File: src/rtl/led_mode_ctrl.sv
// LED display controller: input synchronisers, rate tick generator, display-mode FSM,
// pattern register and colour gating for the status and RGB LED vectors.
module led_mode_ctrl #(
  parameter int unsigned NB_LEDS    = 4,
  parameter int unsigned NB_COUNTER = 14,
  parameter int unsigned NB_SW      = 4,
  parameter int unsigned R0         = 1023,
  parameter int unsigned R1         = 2047,
  parameter int unsigned R2         = 4095,
  parameter int unsigned R3         = 8191
) (
  input  logic               clock,
  input  logic               i_reset,
  input  logic [NB_SW-1:0]   i_sw,
  input  logic [NB_SW-1:0]   i_btn,
  output logic [NB_LEDS-1:0] o_led,
  output logic [NB_LEDS-1:0] o_led_r,
  output logic [NB_LEDS-1:0] o_led_g,
  output logic [NB_LEDS-1:0] o_led_b
);

  typedef enum logic [1:0] {SHIFT, FLASH, PINGPONG} mode_e;

  localparam logic [NB_LEDS-1:0] PAT_ONE = NB_LEDS'(1);

  logic [NB_SW-1:0]      sw_s1_q, sw_s2_q;
  logic [NB_SW-1:0]      btn_s1_q, btn_s2_q, btn_prev_q;
  logic [NB_COUNTER-1:0] cnt_q, cnt_d;
  mode_e                 mode_q, mode_d;
  logic [NB_LEDS-1:0]    pat_q, pat_d;
  logic                  dir_q, dir_d;
  logic [2:0]            col_q, col_d;

  logic [NB_SW-1:0]      btn_pulse;
  logic                  run;
  logic                  tick;
  logic [NB_COUNTER-1:0] limit;
  logic [3:0]            status;

  // Button synchronisers keep sampling through reset so prev tracks a held button
  // and no spurious press is seen when reset is released.
  always_ff @(posedge clock) begin
    btn_s1_q   <= i_btn;
    btn_s2_q   <= btn_s1_q;
    btn_prev_q <= btn_s2_q;
    if (i_reset) begin
      sw_s1_q <= '0;
      sw_s2_q <= '0;
      cnt_q   <= '0;
      mode_q  <= SHIFT;
      pat_q   <= PAT_ONE;
      dir_q   <= 1'b1;
      col_q   <= 3'b001;
    end else begin
      sw_s1_q <= i_sw;
      sw_s2_q <= sw_s1_q;
      cnt_q   <= cnt_d;
      mode_q  <= mode_d;
      pat_q   <= pat_d;
      dir_q   <= dir_d;
      col_q   <= col_d;
    end
  end

  always_comb begin
    btn_pulse = btn_s2_q & ~btn_prev_q;
    run       = sw_s2_q[0];
    case (sw_s2_q[2:1])
      2'b00:   limit = NB_COUNTER'(R0);
      2'b01:   limit = NB_COUNTER'(R1);
      2'b10:   limit = NB_COUNTER'(R2);
      default: limit = NB_COUNTER'(R3);
    endcase
    tick = run && (cnt_q >= limit);

    cnt_d  = cnt_q;
    mode_d = mode_q;
    pat_d  = pat_q;
    dir_d  = dir_q;
    col_d  = col_q;

    // A mode change takes precedence over a coincident tick.
    if (btn_pulse[0]) begin
      cnt_d = '0;
      dir_d = 1'b1;
      case (mode_q)
        SHIFT: begin
          mode_d = FLASH;
          pat_d  = '1;
        end
        FLASH: begin
          mode_d = PINGPONG;
          pat_d  = PAT_ONE;
        end
        default: begin
          mode_d = SHIFT;
          pat_d  = PAT_ONE;
        end
      endcase
    end else if (run) begin
      if (tick) begin
        cnt_d = '0;
        case (mode_q)
          SHIFT: begin
            if (sw_s2_q[3]) pat_d = {pat_q[0], pat_q[NB_LEDS-1:1]};
            else            pat_d = {pat_q[NB_LEDS-2:0], pat_q[NB_LEDS-1]};
          end
          FLASH: pat_d = ~pat_q;
          default: begin
            // Reverse at either end so the end positions are shown only once.
            if (dir_q) begin
              if (pat_q[NB_LEDS-1]) begin
                pat_d = pat_q >> 1;
                dir_d = 1'b0;
              end else begin
                pat_d = pat_q << 1;
              end
            end else begin
              if (pat_q[0]) begin
                pat_d = pat_q << 1;
                dir_d = 1'b1;
              end else begin
                pat_d = pat_q >> 1;
              end
            end
          end
        endcase
      end else begin
        cnt_d = cnt_q + NB_COUNTER'(1);
      end
    end

    if      (btn_pulse[1]) col_d = 3'b001;
    else if (btn_pulse[2]) col_d = 3'b010;
    else if (btn_pulse[3]) col_d = 3'b100;

    status  = {run, mode_q == PINGPONG, mode_q == FLASH, mode_q == SHIFT};
    o_led   = NB_LEDS'(status);
    o_led_r = pat_q & {NB_LEDS{col_q[0]}};
    o_led_g = pat_q & {NB_LEDS{col_q[1]}};
    o_led_b = pat_q & {NB_LEDS{col_q[2]}};
  end

endmodule

File: config.mk
export PLATFORM = sky130hd
export DESIGN_NAME = led_mode_ctrl
export DESIGN_NICKNAME = d
export VERILOG_FILES = /design/src/rtl/led_mode_ctrl.sv
export SDC_FILE = /design/constraint.sdc
export NUM_CORES = 1
export LEC_CHECK = 0
export BUFFER_PORTS_ARGS = -buffer_cell sky130_fd_sc_hd__buf_2
export CORE_MARGIN = 10
export CORE_UTILIZATION = 50
export CTS_CLUSTER_DIAMETER = 100
export DETAILED_ROUTE_END_ITERATION = 8
export GPL_TIMING_DRIVEN = 0
export PLACE_DENSITY = 0.76
export SYNTH_ARGS = -nofsm -noshare
export SYNTH_HDL_FRONTEND = slang
export SYNTH_SLANG_ARGS = --single-unit
File: constraint.sdc
create_clock -name clock -period 2.09 [get_ports clock]
set_input_delay 0 -clock clock [delete_from_list [all_inputs] [get_ports clock]]
set_output_delay 0 -clock clock [all_outputs]
set_load 0.03 [all_outputs]
# Word level (Yosys, flattened, before mapping)
# Index checks and enable logic that the tools add are counted.
# W data, S select, Z words.
dict set report totals {
  register_bits 44
  latch_bits 0
  ramBits 0
  rom_bits 0
  inputBits 10
  out_inout_bits 16
  wordCells 53
  mem_count 0
}
dict set report classes {
  addsub 1
  n_mul 0
  div_mod_pow 0
  magnitude_cmp 1
  n_eq_ne 4
  shifts 0
  n_mux 17
  bitwise 7
  reduce_logical 12
}
# operator n
set ops {}
lappend ops {{$pmux W13 S3} 1}
lappend ops {{$mux W4} 8}
lappend ops {{$and A4 B4 Y4} 4}
lappend ops {{$add A14 B1 Y14 const B} 1}
lappend ops {{$ge A14 B14 Y1} 1}
lappend ops {{$mux W14} 1}
lappend ops {{$not A4 Y4} 2}
lappend ops {{$pmux W4 S2} 1}
lappend ops {{$reduce_bool A2 Y1} 3}
lappend ops {{$reduce_or A2 Y1} 3}
lappend ops {{$eq A2 B1 Y1 const B} 2}
lappend ops {{$eq A2 B2 Y1 const B} 2}
lappend ops {{$logic_not A2 Y1} 2}
lappend ops {{$mux W2} 2}
lappend ops {{$pmux W2 S2} 1}
lappend ops {{$mux W1} 3}
lappend ops {{$reduce_and A3 Y1} 1}
lappend ops {{$reduce_or A3 Y1} 1}
lappend ops {{$reduce_and A2 Y1} 1}
lappend ops {{$logic_and A1 B1 Y1} 1}
lappend ops {{$not A1 Y1} 1}

# Logic depth before layout (Yosys ltp)
dict set report logic_depth {
  ltp_word 7
  ltp_mapped 8
  ltp_nobuf 6
}

# Worst setup path before layout
# OpenSTA, ideal clock, no wires.
dict set report synth_path {
  path_type {reg2reg}
  start {reg sw_s2_q[2]}
  end {reg pat_q[2]}
  setup_ns 0.120
  arrival_ns 1.827
  required_time_ns 1.970
  setup_slack_ns 0.143
  stages_incl_launch_ff 8
  n_path_buf 1
  period_less_slack_ns 1.947
  cell_sequence {dfxtp_1 nand2_1 ha_1 nand4b_1 or4_4 buf_6 and2_4 o31a_1}
}
dict set report synth_between {
  elab_chain_cells 6
  word_cells_on_any_way 8
  classes_between {1 x order compare; 2 x eq/ne; 1 x mux; 4 x reduce/logical}
}
# element line
set synth_rtl {}
lappend synth_rtl {{from (decl)} 26} ;# logic [NB_SW-1:0] sw_s1_q, sw_s2_q;
lappend synth_rtl {{from (signal assigned)} 56} ;# sw_s2_q <= sw_s1_q;
lappend synth_rtl {{$eq A2 B2 Y1, or another cell as far along} 68} ;# case (sw_s2_q[2:1])
lappend synth_rtl {{$pmux W13 S3 (*)} 68}
lappend synth_rtl {{$ge A14 B14 Y1 (*)} 74} ;# tick = run && (cnt_q >= limit);
lappend synth_rtl {{$logic_and A1 B1 Y1 (*)} 74}
lappend synth_rtl {{$reduce_bool A2 Y1 (no line) (*)} -}
lappend synth_rtl {{$reduce_and A2 Y1 (no line) (*)} -}
lappend synth_rtl {{to (signal assigned)} 59} ;# pat_q <= pat_d;
lappend synth_rtl {{to (decl)} 30} ;# logic [NB_LEDS-1:0] pat_q, pat_d;
# Every way passes the cells marked *; elsewhere a longest branch is shown, timed or not.
# A chain may end at the register's enable or synchronous reset.

# Final worst setup path
# Same ends and word-level chain as after synthesis.

==> impl_metrics.ini <==
[yosys]
synth_area_mm2 = 0.00190
synth_edf_count = 0
ys.flop_type = dfxtp_1
syn_avg_cell_area_um2 = 9.13
synth_cell_types = 46
syn-num-nets = 222
synth_seq_area_share_pct = 46.4
ys_seq_elements = 44
syn-instance-count = 208
synthArstFlopShare_pct = 0
yosys_warnings = 0

[worst_setup_path]
crit_fanout = 7
ff2ff_path_depth = 6
crit_arrival_ns = 2.20
cp-start-kind = flip-flop
crit_type = flip-flop to flip-flop
end_kind = flip-flop
crit_required_ns = 2.28

[sta]
holdWs_ns = 0.188
fmax_mhz = 497
finalSetupViolCount = 0
final_max_slew_viol_count = 0
rsz0062_at_grt = false
skew_ns = 0.00252
hold_viol_final = 0
period_needed_ns = 2.01
relSlewSlack_pct = 71.0
fin_crit_sh_pct = 96.3
tightest_slew_ns = 0.435
finalSetupTns_ns = 0

[die]
dieArea_mm2 = 0.00666
fp-row-count = 22
io_pins = 26
start_util_pct = 51.9
core_area_mm2 = 0.00366
fp.dieH_um = 81.6
die_x_um = 81.6

[grt]
grt_max_degree = 15
grt_pass1_vias = 1403
antenna_found_initial = 0
overflow = 0
grt_pass1_wl_um = 6190
grt_util_all_layers_pct = 11.7

[placement]
routabilityCongestion = 0.805
dpl.hpwl_um = 2620
placed_cell_area_mm2 = 0.00208
port_buffers = 24

[finish]
fin_nets = 261
final_area_mm2 = 0.00230
syn2layout_area_growth_pct = 21.3
drive_gt1_share_pct = 19.8
num-fill-cells = 305
diodes = 0

[clocking]
clkTransAtPathRegs_ns = 0.08
numCtsBuffers = 5
insertion_delay_ns = 0.29
cts_tree = yes
cts_root_buf = clkbuf_8
clk_path_buf_depth = 2
cts.htree.levels = 2
clock-sinks = 44

[drt]
drt-total-wl_um = 3860
drtIter0Drc = 93
ant_nets = 0
vias = 1526
wl_per_cell_um = 13.0
dr.pass1.iters = 4
via_per_inst = 5.16
route.detailed.drc = 0

[run]
cap_violations = 0

[min_path]
hold_path.class = input pin to flip-flop
whs_path_depth = 3

[outcome]
status = finished, final reports clean

[power_and_ir_drop]
ir_drop_mv = 0.558
leakage_uw = 0.000907
power_density_mw_per_mm2 = 749
-- critical path, stage by stage, from the launching register on --
cell	delay [ns]
dfxtp_2	0.35
nand2_2	0.07
ha_4	0.27
nand4b_1	0.11
or4_4	0.61
and2_4	0.21
o31a_1	0.29
-- where the power goes --
part | switching [uW] | internal, uW
registers | 17.5 | 868
clock network | 292 | 391
logic | 91.7 | 66.8
total | 401 | 1330
-- placed cells by master (no fill, tap or decap), types with 2 or more instances in the layout --
| cell | n |
|---|---|
| clkbuf_1 | 7 |
| a31oi_1 | 3 |
| dfxtp_1 | 42 |
| nor3_1 | 4 |
| a211oi_1 | 2 |
| nand2_1 | 12 |
| mux2_2 | 3 |
| nand3_1 | 4 |
| dlygate4sd3_1 | 8 |
| xnor2_1 | 7 |
| o31ai_1 | 2 |
| nor4_1 | 3 |
| ha_1 | 2 |
| clkbuf_8 | 6 |
| nand3b_1 | 2 |
| nand4_1 | 4 |
| inv_1 | 6 |
| o21ai_0 | 5 |
| nand2b_1 | 9 |
| nor2_1 | 19 |
| buf_4 | 2 |
| nor3b_1 | 3 |
| dfxtp_2 | 2 |
| buf_2 | 25 |
| and2_1 | 12 |
| xor2_1 | 4 |
| a21oi_1 | 12 |
| nor2b_1 | 11 |
| nand4b_1 | 2 |
-- metal layers --
layer  track usage (%)  routed length, um
met5                 0                  0
met4              5.78                 59
met3              3.28                210
met2              19.5               1870
met1              13.4               1710
-- registers in the layout, indices dropped and copies added, names as in the netlist --
register    flops
dir_q           1
pat_q           4
btn_prev_q      4
col_q           3
cnt_q          14
sw_s1_q         4
btn_s2_q        4
mode_q          2
sw_s2_q         4
btn_s1_q        4
-- cell type report --
class,count,area (um2),area share (%)
sequential,44,883,38.3
clock inverter,2,38.8,1.68
inverter,6,22.5,0.978
timing repair buffer,33,208,9.02
multi-input combinational,147,962,41.8
clock buffer,6,82.6,3.59
tap,48,60.1,2.61
buffer,10,46.3,2.01
-- final timing paths --
path	slack, ns	end	from
worst max register to register	0.08	pat_q[2]$_SDFFE_PP0P_	sw_s2_q[2]$_SDFF_PP0_
worst max-delay path	0.08	pat_q[2]$_SDFFE_PP0P_	sw_s2_q[2]$_SDFF_PP0_
worst min-delay path	0.19	dir_q$_SDFFE_PP1P_	i_reset
worst min register to register	0.33	btn_s2_q[2]$_DFF_P_	btn_s1_q[2]$_DFF_P_
-- timing repair --
action | in CTS | in global routing
buffers inserted | 0 | 1
pin swaps | 0 | 2
endpoints found under the setup margin | 6 | 13
hold buffers | 8 | 0
gates resized for setup | 2 | 5
endpoints found under the hold margin | 8 | 0
-- through the flow --
stage	cells	total power, uW	setup WS, ns	util [%]
floorplan	208	1010	0.143	-
global placement	280	1050	0.00668	56.8
detailed placement	280	1050	-0.0137	56.8
CTS	296	1740	0.00888	62.4
global route	296	1790	0.00465	62.9
finish	296	1730	0.0783	62.9
-- synth_stat cells (5+ instances only) --
cell	number	area, um2
dfxtp_1	44	881
nor2_1	19	71.3
nand2_1	13	48.8
a21oi_1	12	60.1
and2_1	12	75.1
nor2b_1	11	68.8
nand2b_1	9	56.3
clkbuf_1	7	26.3
xnor2_1	7	61.3
inv_1	6	22.5
o21ai_0	5	25.0
-- kinds of logic after synthesis --
group	synth area share, %
AND/OR/NAND/NOR	28.3
multiplexers	1.78
AO/OA/AOI/OAI	11.8
buffers and inverters	4.08
adder cells (fa/ha/maj)	2.64
XOR/XNOR	5.07
flip-flops	46.4
(Power assumes the default switching activity.)
